## config.mk

```make
export PLATFORM = sky130hd
export DESIGN_NAME = pipeline_hazard_ctrl
export DESIGN_NICKNAME = d
export VERILOG_FILES = /design/src/rtl/pipeline_hazard_ctrl_pkg.sv /design/src/rtl/pipeline_hazard_ctrl_sat_counter.sv /design/src/rtl/pipeline_hazard_ctrl.sv
export SDC_FILE = /design/constraint.sdc
export NUM_CORES = 1
export LEC_CHECK = 0
export BUFFER_PORTS_ARGS = -buffer_cell sky130_fd_sc_hd__clkbuf_2
export CAP_MARGIN = 20
export CELL_PAD_IN_SITES_DETAIL_PLACEMENT = 1
export CELL_PAD_IN_SITES_GLOBAL_PLACEMENT = 2
export CORE_UTILIZATION = 27
export DETAILED_ROUTE_END_ITERATION = 12
export GPL_ROUTABILITY_DRIVEN = 1
export PLACE_DENSITY = 0.86
export SLEW_MARGIN = 0
export SYNTH_ARGS = -nofsm -noshare
export SYNTH_HDL_FRONTEND = slang
export SYNTH_SLANG_ARGS = --single-unit
export TNS_END_PERCENT = 50
```

## constraint.sdc

```tcl
create_clock -name clk -period 2.35 [get_ports clk]
set_input_delay 0.47 -clock clk [delete_from_list [all_inputs] [get_ports clk]]
set_output_delay 0.47 -clock clk [all_outputs]
set_load 0.05 [all_outputs]
```

## src/rtl/pipeline_hazard_ctrl_pkg.sv

```systemverilog
// Shared constants for the MIRI pipeline hazard controller: register indices,
// NOP encoding, opcode values and the stall-cause enumeration.
package pipeline_hazard_ctrl_pkg;

  localparam int REG_FD = 0;
  localparam int REG_DE = 1;
  localparam int REG_EM = 2;
  localparam int REG_MW = 3;

  localparam logic [31:0] NOP_INSN = 32'h0000_0000;

  localparam logic [7:0] OP_LDB  = 8'h10;
  localparam logic [7:0] OP_LDW  = 8'h11;
  localparam logic [7:0] OP_MUL  = 8'h02;
  localparam logic [7:0] OP_BEQ  = 8'h30;
  localparam logic [7:0] OP_JUMP = 8'h31;

  // Listed in decreasing priority after CAUSE_NONE.
  typedef enum logic [2:0] {
    CAUSE_NONE     = 3'd0,
    CAUSE_DCACHE   = 3'd1,
    CAUSE_MUL      = 3'd2,
    CAUSE_LOAD_USE = 3'd3,
    CAUSE_BRANCH   = 3'd4,
    CAUSE_ICACHE   = 3'd5
  } stall_cause_e;

endpackage

```

## src/rtl/pipeline_hazard_ctrl_sat_counter.sv

```systemverilog
// Saturating up-counter with synchronous active-low reset; sticks at all-ones.
module sat_counter #(
  parameter int CNT_W = 32
) (
  input  logic             clk,
  input  logic             reset,
  input  logic             inc,
  output logic [CNT_W-1:0] count
);

  logic [CNT_W-1:0] cnt_q;
  logic [CNT_W-1:0] cnt_d;

  always_comb begin
    cnt_d = cnt_q;
    if (inc && (cnt_q != {CNT_W{1'b1}})) cnt_d = cnt_q + CNT_W'(1);
  end

  always_ff @(posedge clk) begin
    if (!reset) cnt_q <= '0;
    else        cnt_q <= cnt_d;
  end

  assign count = cnt_q;

endmodule

```

## src/rtl/pipeline_hazard_ctrl.sv

```systemverilog
// Stall/flush controller for the in-order MIRI pipeline: drives per-register
// load enables and NOP-inject bubbles, tracks MUL occupancy, counts stall cycles.
module pipeline_hazard_ctrl
  import pipeline_hazard_ctrl_pkg::*;
#(
  parameter int NUM_STAGES = 5,
  parameter int REG_W      = 5,
  parameter int MUL_LAT    = 5,
  parameter int CNT_W      = 32
) (
  input  logic                  clk,
  input  logic                  reset,
  input  logic                  icache_miss,
  input  logic                  dcache_miss,
  input  logic [REG_W-1:0]      id_src1,
  input  logic [REG_W-1:0]      id_src2,
  input  logic                  id_uses_src2,
  input  logic                  ex_is_load,
  input  logic [REG_W-1:0]      ex_dst,
  input  logic                  ex_is_mul,
  input  logic                  ex_branch_taken,
  output logic [NUM_STAGES-2:0] en_reg,
  output logic [NUM_STAGES-2:0] bubble,
  output logic                  wb_kill,
  output logic [CNT_W-1:0]      stall_d,
  output logic [CNT_W-1:0]      stall_i,
  output logic [CNT_W-1:0]      stall_hz
);

  localparam logic [0:0] ST_RUN      = 1'b0;
  localparam logic [0:0] ST_MUL_BUSY = 1'b1;

  localparam int              MCNT_W     = (MUL_LAT > 1) ? $clog2(MUL_LAT) : 1;
  localparam logic [MCNT_W-1:0] MUL_RELOAD = MCNT_W'(MUL_LAT - 1);

  logic [0:0]        state_q, state_d;
  logic [MCNT_W-1:0] mul_cnt_q, mul_cnt_d;

  logic         mul_issue;
  logic         mul_active;
  logic         load_use;
  stall_cause_e cause;

  assign mul_issue  = (state_q == ST_RUN) && ex_is_mul && (MUL_LAT > 1);
  assign mul_active = (state_q == ST_MUL_BUSY) || mul_issue;
  assign load_use   = ex_is_load && (ex_dst != '0) &&
                      ((ex_dst == id_src1) || (id_uses_src2 && (ex_dst == id_src2)));

  always_comb begin
    cause = CAUSE_NONE;
    if (dcache_miss)          cause = CAUSE_DCACHE;
    else if (mul_active)      cause = CAUSE_MUL;
    else if (load_use)        cause = CAUSE_LOAD_USE;
    else if (ex_branch_taken) cause = CAUSE_BRANCH;
    else if (icache_miss)     cause = CAUSE_ICACHE;
  end

  // A dcache miss freezes the whole pipe, MUL occupancy included.
  always_comb begin
    state_d   = state_q;
    mul_cnt_d = mul_cnt_q;
    if (!dcache_miss) begin
      if (state_q == ST_RUN) begin
        if (mul_issue) begin
          state_d   = ST_MUL_BUSY;
          mul_cnt_d = MUL_RELOAD;
        end
      end else begin
        mul_cnt_d = mul_cnt_q - MCNT_W'(1);
        if (mul_cnt_q == MCNT_W'(1)) state_d = ST_RUN;
      end
    end
  end

  always_ff @(posedge clk) begin
    if (!reset) begin
      state_q   <= ST_RUN;
      mul_cnt_q <= '0;
    end else begin
      state_q   <= state_d;
      mul_cnt_q <= mul_cnt_d;
    end
  end

  // While in reset every register loads a NOP so the pipe drains clean.
  always_comb begin
    en_reg  = '1;
    bubble  = '0;
    wb_kill = 1'b0;
    if (!reset) begin
      bubble  = '1;
      wb_kill = 1'b1;
    end else begin
      case (cause)
        CAUSE_DCACHE: begin
          en_reg  = '0;
          wb_kill = 1'b1;
        end
        CAUSE_MUL: begin
          en_reg[REG_FD] = 1'b0;
          en_reg[REG_DE] = 1'b0;
          bubble[REG_EM] = 1'b1;
        end
        CAUSE_LOAD_USE: begin
          en_reg[REG_FD] = 1'b0;
          bubble[REG_DE] = 1'b1;
        end
        CAUSE_BRANCH: begin
          bubble[REG_FD] = 1'b1;
          bubble[REG_DE] = 1'b1;
        end
        CAUSE_ICACHE: bubble[REG_FD] = 1'b1;
        default: ;
      endcase
    end
  end

  sat_counter #(.CNT_W(CNT_W)) u_cnt_d (
    .clk   (clk),
    .reset (reset),
    .inc   (cause == CAUSE_DCACHE),
    .count (stall_d)
  );

  sat_counter #(.CNT_W(CNT_W)) u_cnt_i (
    .clk   (clk),
    .reset (reset),
    .inc   (cause == CAUSE_ICACHE),
    .count (stall_i)
  );

  sat_counter #(.CNT_W(CNT_W)) u_cnt_hz (
    .clk   (clk),
    .reset (reset),
    .inc   ((cause == CAUSE_MUL) || (cause == CAUSE_LOAD_USE)),
    .count (stall_hz)
  );

endmodule

```

==> results of run 1 <==
-- routing by layer --
layer,vias to the layer above,global-route usage [%],share of wire [%]
met1,2455,21.03,47
met3,14,2.355,3.6
li1,2509,-,-
met4,0,6.159,1.5
met2,88,27.47,48
met5,-,0,0
-- flip-flops by register name, indices dropped and copies added (netlist names) --
register and count:
u_cnt_hz.count 32, state_q 1, u_cnt_i.count 32, u_cnt_d.count 32
mul_cnt_q 3
-- area by class of cell --
class / instances / area [sq um]
Fill cell: 2213 / 11150
Multi-Input combinational cell: 468 / 2937
Timing Repair Buffer: 190 / 1177
Tap cell: 229 / 286.5
Clock buffer: 11 / 254.0
Sequential cell: 100 / 2056
Inverter: 22 / 82.58
Clock inverter: 5 / 81.33
-- critical path, stage by stage --
cell	delay (ns)
buf_8	0.10
or4_4	0.54
o21ai_4	0.15
buf_6	0.12
nor2_4	0.04
o31ai_4	0.26
buf_8	0.18
-- stage by stage --
stage          cell area, sq um  setup TNS (ns)  util [%]
2_1_floorplan              5054          -1.522         -
3_3_place_gp               6286          -2.354     34.87
3_5_place_dp               6286          -4.225     34.87
4_1_cts                    6688        -0.02343     37.10
5_1_grt                    6874         -0.3192     38.14
6_report                   6874               0     38.14
-- cell families (layout without fill, tap and decap cells) --
family          Yosys count  in the layout  synth area share [%]
compound gates           83             83                 9.656
xor+xnor                 66             66                 11.62
fa+ha+maj                 5              5                 1.257
buf+inv                  45            228                 3.545
flops                   100            100                 40.23
mux                       8              8                 1.609
simple gates            306            306                 32.08
-- cells in the final DEF (no fill, tap or decap), drive strengths merged --
master,instances
nand4,22
and2,2
nor3b,3
mux2i,8
or3,20
or4,13
or2,1
clkinvlp,1
o41ai,2
o211ai,1
and3b,1
a21oi,32
nand2b,9
clkinv,1
xnor2,32
o31ai,9
nor4,15
o21ai,29
nor3,22
ha,5
a32oi,1
nand3,37
inv,23
o311ai,2
and3,10
nor2,79
xor2,34
a221oi,1
o21a,4
bufinv,2
buf,67
nand2,58
nor4b,3
a31o,2
dfxtp,100
nand4b,2
and4,9
clkbuf,134
-- worst max-delay path by stage --
stage                                           endpoint                            from
final                                          bubble[0]                       ex_dst[2]
after global routing      u_cnt_i.count[27]$_SDFFE_PN0P_                       ex_dst[3]
after CTS                                      bubble[0]                       ex_dst[2]
after detailed placement  u_cnt_i.count[21]$_SDFFE_PN0P_                       ex_dst[3]
after global placement    u_cnt_i.count[21]$_SDFFE_PN0P_                       ex_dst[2]
after floorplan           u_cnt_hz.count[1]$_SDFFE_PN0P_  u_cnt_hz.count[9]$_SDFFE_PN0P_
-- report_power, final --
| group | leakage (nW) | switching, mW | total [mW] | internal, mW |
|---|---|---|---|---|
| registers | 0.820 | 0.0148 | 1.71 | 1.69 |
| logic | 1.68 | 0.194 | 0.296 | 0.102 |
| clock network | 0.161 | 0.687 | 1.69 | 1.00 |
-- timing repair --
item                       4_1_cts  5_1_grt
cloned                           0        1
resized for setup               11       29
pin swaps                        3       14
buffers inserted                 2       10
setup endpoints to repair        6       41
==> summary.txt, run 1 <==
Logic synthesis
  • Post-synth EDFFs: 0
  • Share of the synthesized area in the top cell type: 40.23%
  • Post-synthesis register bit count: 100
  • Syn nets: about 640
  • Commonest cells post-synth: 100 x dfxtp_1, 79 x nor2_1, 57 x nand2_1, 37 x nand3_1, 34 x xor2_1
  • Ys async rst share: 0%
  • Most common cell in the netlist: dfxtp_1
  • Syn Inst Count: between 600 and 700
  • Mapped Area: 4976 sq um
  • Post-synthesis cell type count: 45
  • Mean post-synth cell area: 8.117 sq um
  • Synth warnings: 0
  • Dominant cell type by area after synthesis: dfxtp_1
  • Most used DFF post-synth: dfxtp_1
  • Post-synthesis sequential area ratio: 40.23%
  • Synth area leaders: dfxtp_1 40%, xor2_1 6.0%, nor2_1 6.0%

Worst setup path
  • Worst setup SP type: input pin
  • Req. time, crit path: 1.88 ns
  • Arr. time, crit path: approximately 1.9 ns
  • R2R Path End: u_cnt_i.count[27]$_SDFFE_PN0P_
  • R2R setup slack: 0.006 ns
  • Worst r2r src: u_cnt_i.count[4]$_SDFFE_PN0P_
  • Setup crit end kind: output pin
  • WS Path Type: in -> out
  • Largest fanout on the critical path: 3
  • R2R depth: 7

Detailed routing
  • Final WL: 15220 um
  • Vias post-DR: 5066
  • Drt first pass iters: 4
  • Post-DRT Antenna Nets: 0
  • Vias per cell: 4.942
  • DR WL/cell: around 15 um
  • DRC: 0
  • Initial DRC count: 165

GRT
  • Gr usage total: roughly 16%
  • Largest net degree at the start of global routing: 51
  • First-pass GRT wire length: 24360 um
  • Vias in the first global route: 4918
  • Global route overflow: 0
  • Initial antenna violation count: 0

Place
  • IO Port Bufs: roughly 130
  • Dpl hpwl: 11080 um
  • Place WS: -0.2442 ns
  • Placed Instances: approximately 1000
  • Routability Congestion: 0.7647

Die
  • Initial Util: 27.61%
  • Site Rows: 49
  • Core area: roughly 18000 sq um
  • Die area: 18980 sq um
  • Chip height: 137.8 um
  • I/O pins: 128
  • Die Wd: 137.8 um

Hold path
  • Worst Hold End: state_q$_SDFFE_PN0N_
  • Hold Path Class: in -> reg
  • Hold wc startpoint: ex_is_mul
  • Worst hold path depth: 3

CTS
  • CTS tree: yes
  • Cts hold-fix bufs: 0
  • Clock Tree Buf Depth: 2
  • Clock Latency Late Sink: 0.35 ns
  • CTS Buf Count: 9
  • Worst-path clk slew: 0.07 ns
  • Clock root cell: clkbuf_16
  • Num Clock Sinks: 100
  • CTS HTree Levels: 3

Pwr
  • Worst VDD drop: 0.3200 mV
  • Pleak: 2.663 nW
  • PD cells: 537.0 nW/um^2
  • Total power: 3.691 mW

Finish
  • Area Overhead vs Synth: 38.14%
  • Share of layout cells above drive strength 1: 33.17%
  • Nets@finish: 819
  • # diodes: 0
  • Non-filler instance count after layout: ~1000

STA
  • Final Hold Fails: 0
  • Slew margin rel.: between 60 and 70%
  • Worst-case clock skew: 0.008555 ns
  • Setup violators final: 0
  • Slew @ Worst Pin: 0.5023 ns
  • FMAX: 0.4266 GHz
  • Minimum clock period: 2.344 ns
  • Slew Limit Fails: 0
  • Worst Slack Setup Final: ~0.0058 ns
  • RSZ-0062 raised after global routing: yes
  • Fin crit share: between 90% and 100%
  • Final hold slack: 0.4935 ns

Flow run
  • Max Cap Viol: 0

Status
  • Outcome: finished, final reports clean
(Power assumes the default switching activity.)
==> run 2, diff against run 1 <==
CORE_UTILIZATION = 30   (was 27)
PLACE_DENSITY = 0.9   (was 0.86)
SKIP_LAST_GASP = 1   (was default)
clock period = 2.5 ns   (was 2.35 ns; I/O delays follow)
==> summary.txt, run 2 (synthesis results as in run 1) <==
Finish
  • Area Overhead vs Synth: 29.75%
  • Final Util: 40.21% (+2.1 points)
  • Commonest cells after routing, fill and taps aside: 123 x clkbuf_2, 84 x dfxtp_1, 78 x nor2_1
  • Nets@finish: 788 (-3.8%)
  • Share of layout cells above drive strength 1: 27.84% (-5.3 points)
  • Most common cell after layout, fill and taps aside: clkbuf_2
  • # diodes: 0 (unchanged)
  • Filler Cells Inserted: 1977 (-11%)

CTS
  • Num Clock Sinks: 100 (unchanged)
  • Clock Latency Late Sink: 0.35 ns (about the same)
  • CTS tree: yes
  • Worst-path clk slew: 0.06 ns (about the same)
  • CTS HTree Levels: 3 (unchanged)
  • Clock root cell: clkbuf_16
  • Clock Tree Buf Depth: 2 (unchanged)
  • CTS Buf Count: 9 (unchanged)

GRT
  • First-pass GRT wire length: 25610 um (+5.1%)
  • Largest net degree at the start of global routing: 89 (+75%)
  • Gr usage total: 18.74% (+2.4 points)
  • Global route overflow: 0 (unchanged)
  • Initial antenna violation count: 0 (unchanged)
  • Vias in the first global route: 5162 (+5.0%)

Detailed routing
  • Initial DRC count: 150 (-9.1%)
  • Met2 wire length: 7698 um (+5.9%)
  • DR WL/cell: 15.60 um (+5.1%)
  • DRC: 0 (unchanged)
  • Top routing layer in use: met4
  • Vias per cell: 5.136 (+3.9%)
  • Post-DRT Antenna Nets: 0 (unchanged)
  • Met3 routed WL: 747 um (+38%)
  • Final WL: 15310 um (+0.55%)
  • Met1 Routed Length: 6627 um (-7.8%)
  • Vias post-DR: 5038 (-0.55%)
  • Drt first pass iters: 6 (+2)

Die
  • I/O pins: 128 (unchanged)
  • Site Rows: 46 (-6.1%)
  • Die area: 17110 sq um (-9.9%)
  • Core area: 16060 sq um (-11%)
  • Chip height: 130.8 um (-5.1%)
  • Die Wd: 130.8 um (-5.1%)
  • Initial Util: 30.99% (+3.4 points)

Status
  • Outcome: finished, final reports clean

Pwr
  • PD cells: 490.5 nW/um^2 (-8.7%)
  • Worst VDD drop: 0.3217 mV (+0.54%)
  • Pleak: 2.438 nW (-8.4%)

STA
  • Setup violators final: 0 (unchanged)
  • Minimum clock period: 2.448 ns
  • Final Hold Fails: 0 (unchanged)
  • Slew @ Worst Pin: 0.4599 ns (-0.04241 ns)
  • RSZ-0062 raised after global routing: yes
  • Slew margin rel.: 69.01% (+2.9 points)
  • Slew Limit Fails: 0 (unchanged)
  • Worst Slack Setup Final: 0.05155 ns (+0.04576 ns)
  • Fin crit share: between 90 and 100%
  • Worst-case clock skew: 0.01145 ns (+0.002899 ns)
  • FMAX: 0.4084 GHz
  • Final hold slack: 0.5019 ns (+0.008382 ns)

Place
  • Place WS: -0.3348 ns (-0.09063 ns)
  • Routability Congestion: 0.8278 (+8.3%)
  • IO Port Bufs: 127 (unchanged)
  • Dpl hpwl: 11400 um (+2.9%)

Worst setup path
  • Crit path from: ex_dst[2]
  • Crit path capture: bubble[0]
  • Arr. time, crit path: 1.95 ns (+0.08 ns)
  • WS Path Type: in -> out
  • Largest fanout on the critical path: 3 (unchanged)
  • Worst setup SP type: input pin
  • Setup crit end kind: output pin
  • Worst r2r src: u_cnt_i.count[2]$_SDFFE_PN0P_
  • R2R Path End: u_cnt_i.count[29]$_SDFFE_PN0P_
  • R2R depth: 7 (unchanged)
  • R2R setup slack: 0.06 ns (+0.05 ns)
  • Req. time, crit path: 2.00 ns (+0.12 ns)

Flow run
  • Max Cap Viol: 0 (unchanged)

Hold path
  • Hold Path Class: in -> reg
run 2: cell count changes in the layout (fill, tap and decap cells not counted), moves of 3 or more:
cell     previous run  this run
buf_4              57        30
dfxtp_4            12         5
or4_1               3         9
or4_4               9         3
a21oi_1            26        31
a21oi_2             6         1
buf_6               5         0
dfxtp_2             7        11
dfxtp_1            81        84
run 2: how the worst min path moves through the flow:
stage	from	slack [ns]	depth (start not counted)	endpoint
3_3_place_gp	mul_cnt_q[1]$_SDFFE_PN0P_	0.47	2	mul_cnt_q[1]$_SDFFE_PN0P_
2_1_floorplan	mul_cnt_q[1]$_SDFFE_PN0P_	0.46	2	mul_cnt_q[1]$_SDFFE_PN0P_
6_report	ex_is_mul	0.50	3	state_q$_SDFFE_PN0N_
4_1_cts	ex_is_mul	0.49	3	state_q$_SDFFE_PN0N_
3_5_place_dp	u_cnt_i.count[20]$_SDFFE_PN0P_	0.49	2	u_cnt_i.count[20]$_SDFFE_PN0P_
5_1_grt	ex_is_mul	0.50	3	state_q$_SDFFE_PN0N_
run 2: area by class of cell:
| class | count | area (sq um) | area share (%) |
|---|---|---|---|
| inverter | 22 | 82.58 | 1.279 |
| clock inverter | 4 | 26.28 | 0.4070 |
| timing repair buffer | 159 | 933.4 | 14.46 |
| clock buffer | 12 | 236.5 | 3.663 |
| multi-input combinational | 468 | 2873 | 44.50 |
| sequential | 100 | 2034 | 31.51 |
| tap | 216 | 270.3 | 4.186 |
run 2: stage by stage:
stage	instances	setup TNS, ns	instance area (sq um)	power, mW
6_report	981	0	6456	3.167
5_1_grt	981	-0.1563	6456	3.312
4_1_cts	979	-0.01522	6391	3.222
3_5_place_dp	961	-5.586	6080	1.906
3_3_place_gp	961	-1.161	6080	1.896
2_1_floorplan	613	-0.03942	5026	1.800
run 2: timing repair:
action | CTS | global route
setup buffers | 2 | 2
pin swaps | 2 | 6
resized for setup | 7 | 12
hold buffers | 0 | 0
gates cloned | 0 | 0
endpoints found under the setup margin | 3 | 36
run 2: worst max-delay path, cell delays in order:
cell	delay, ns
clkbuf_2	0.11
or4_1	0.53
o21ai_2	0.17
buf_4	0.15
nor2_4	0.04
o31ai_4	0.22
clkbuf_8	0.21
run 2: report_power, final:
group          internal (mW)  total, mW  switching [mW]
logic                 0.0901      0.270           0.180
registers               1.60       1.61          0.0149
clock network          0.675       1.28           0.609
run 2: layer usage:
| metal | global-route usage [%] | up-vias |
|---|---|---|
| li1 | - | 2450 |
| met1 | 22.48 | 2469 |
| met2 | 32.34 | 97 |
| met3 | 5.578 | 22 |
| met4 | 5.274 | 0 |
| met5 | 0 | - |
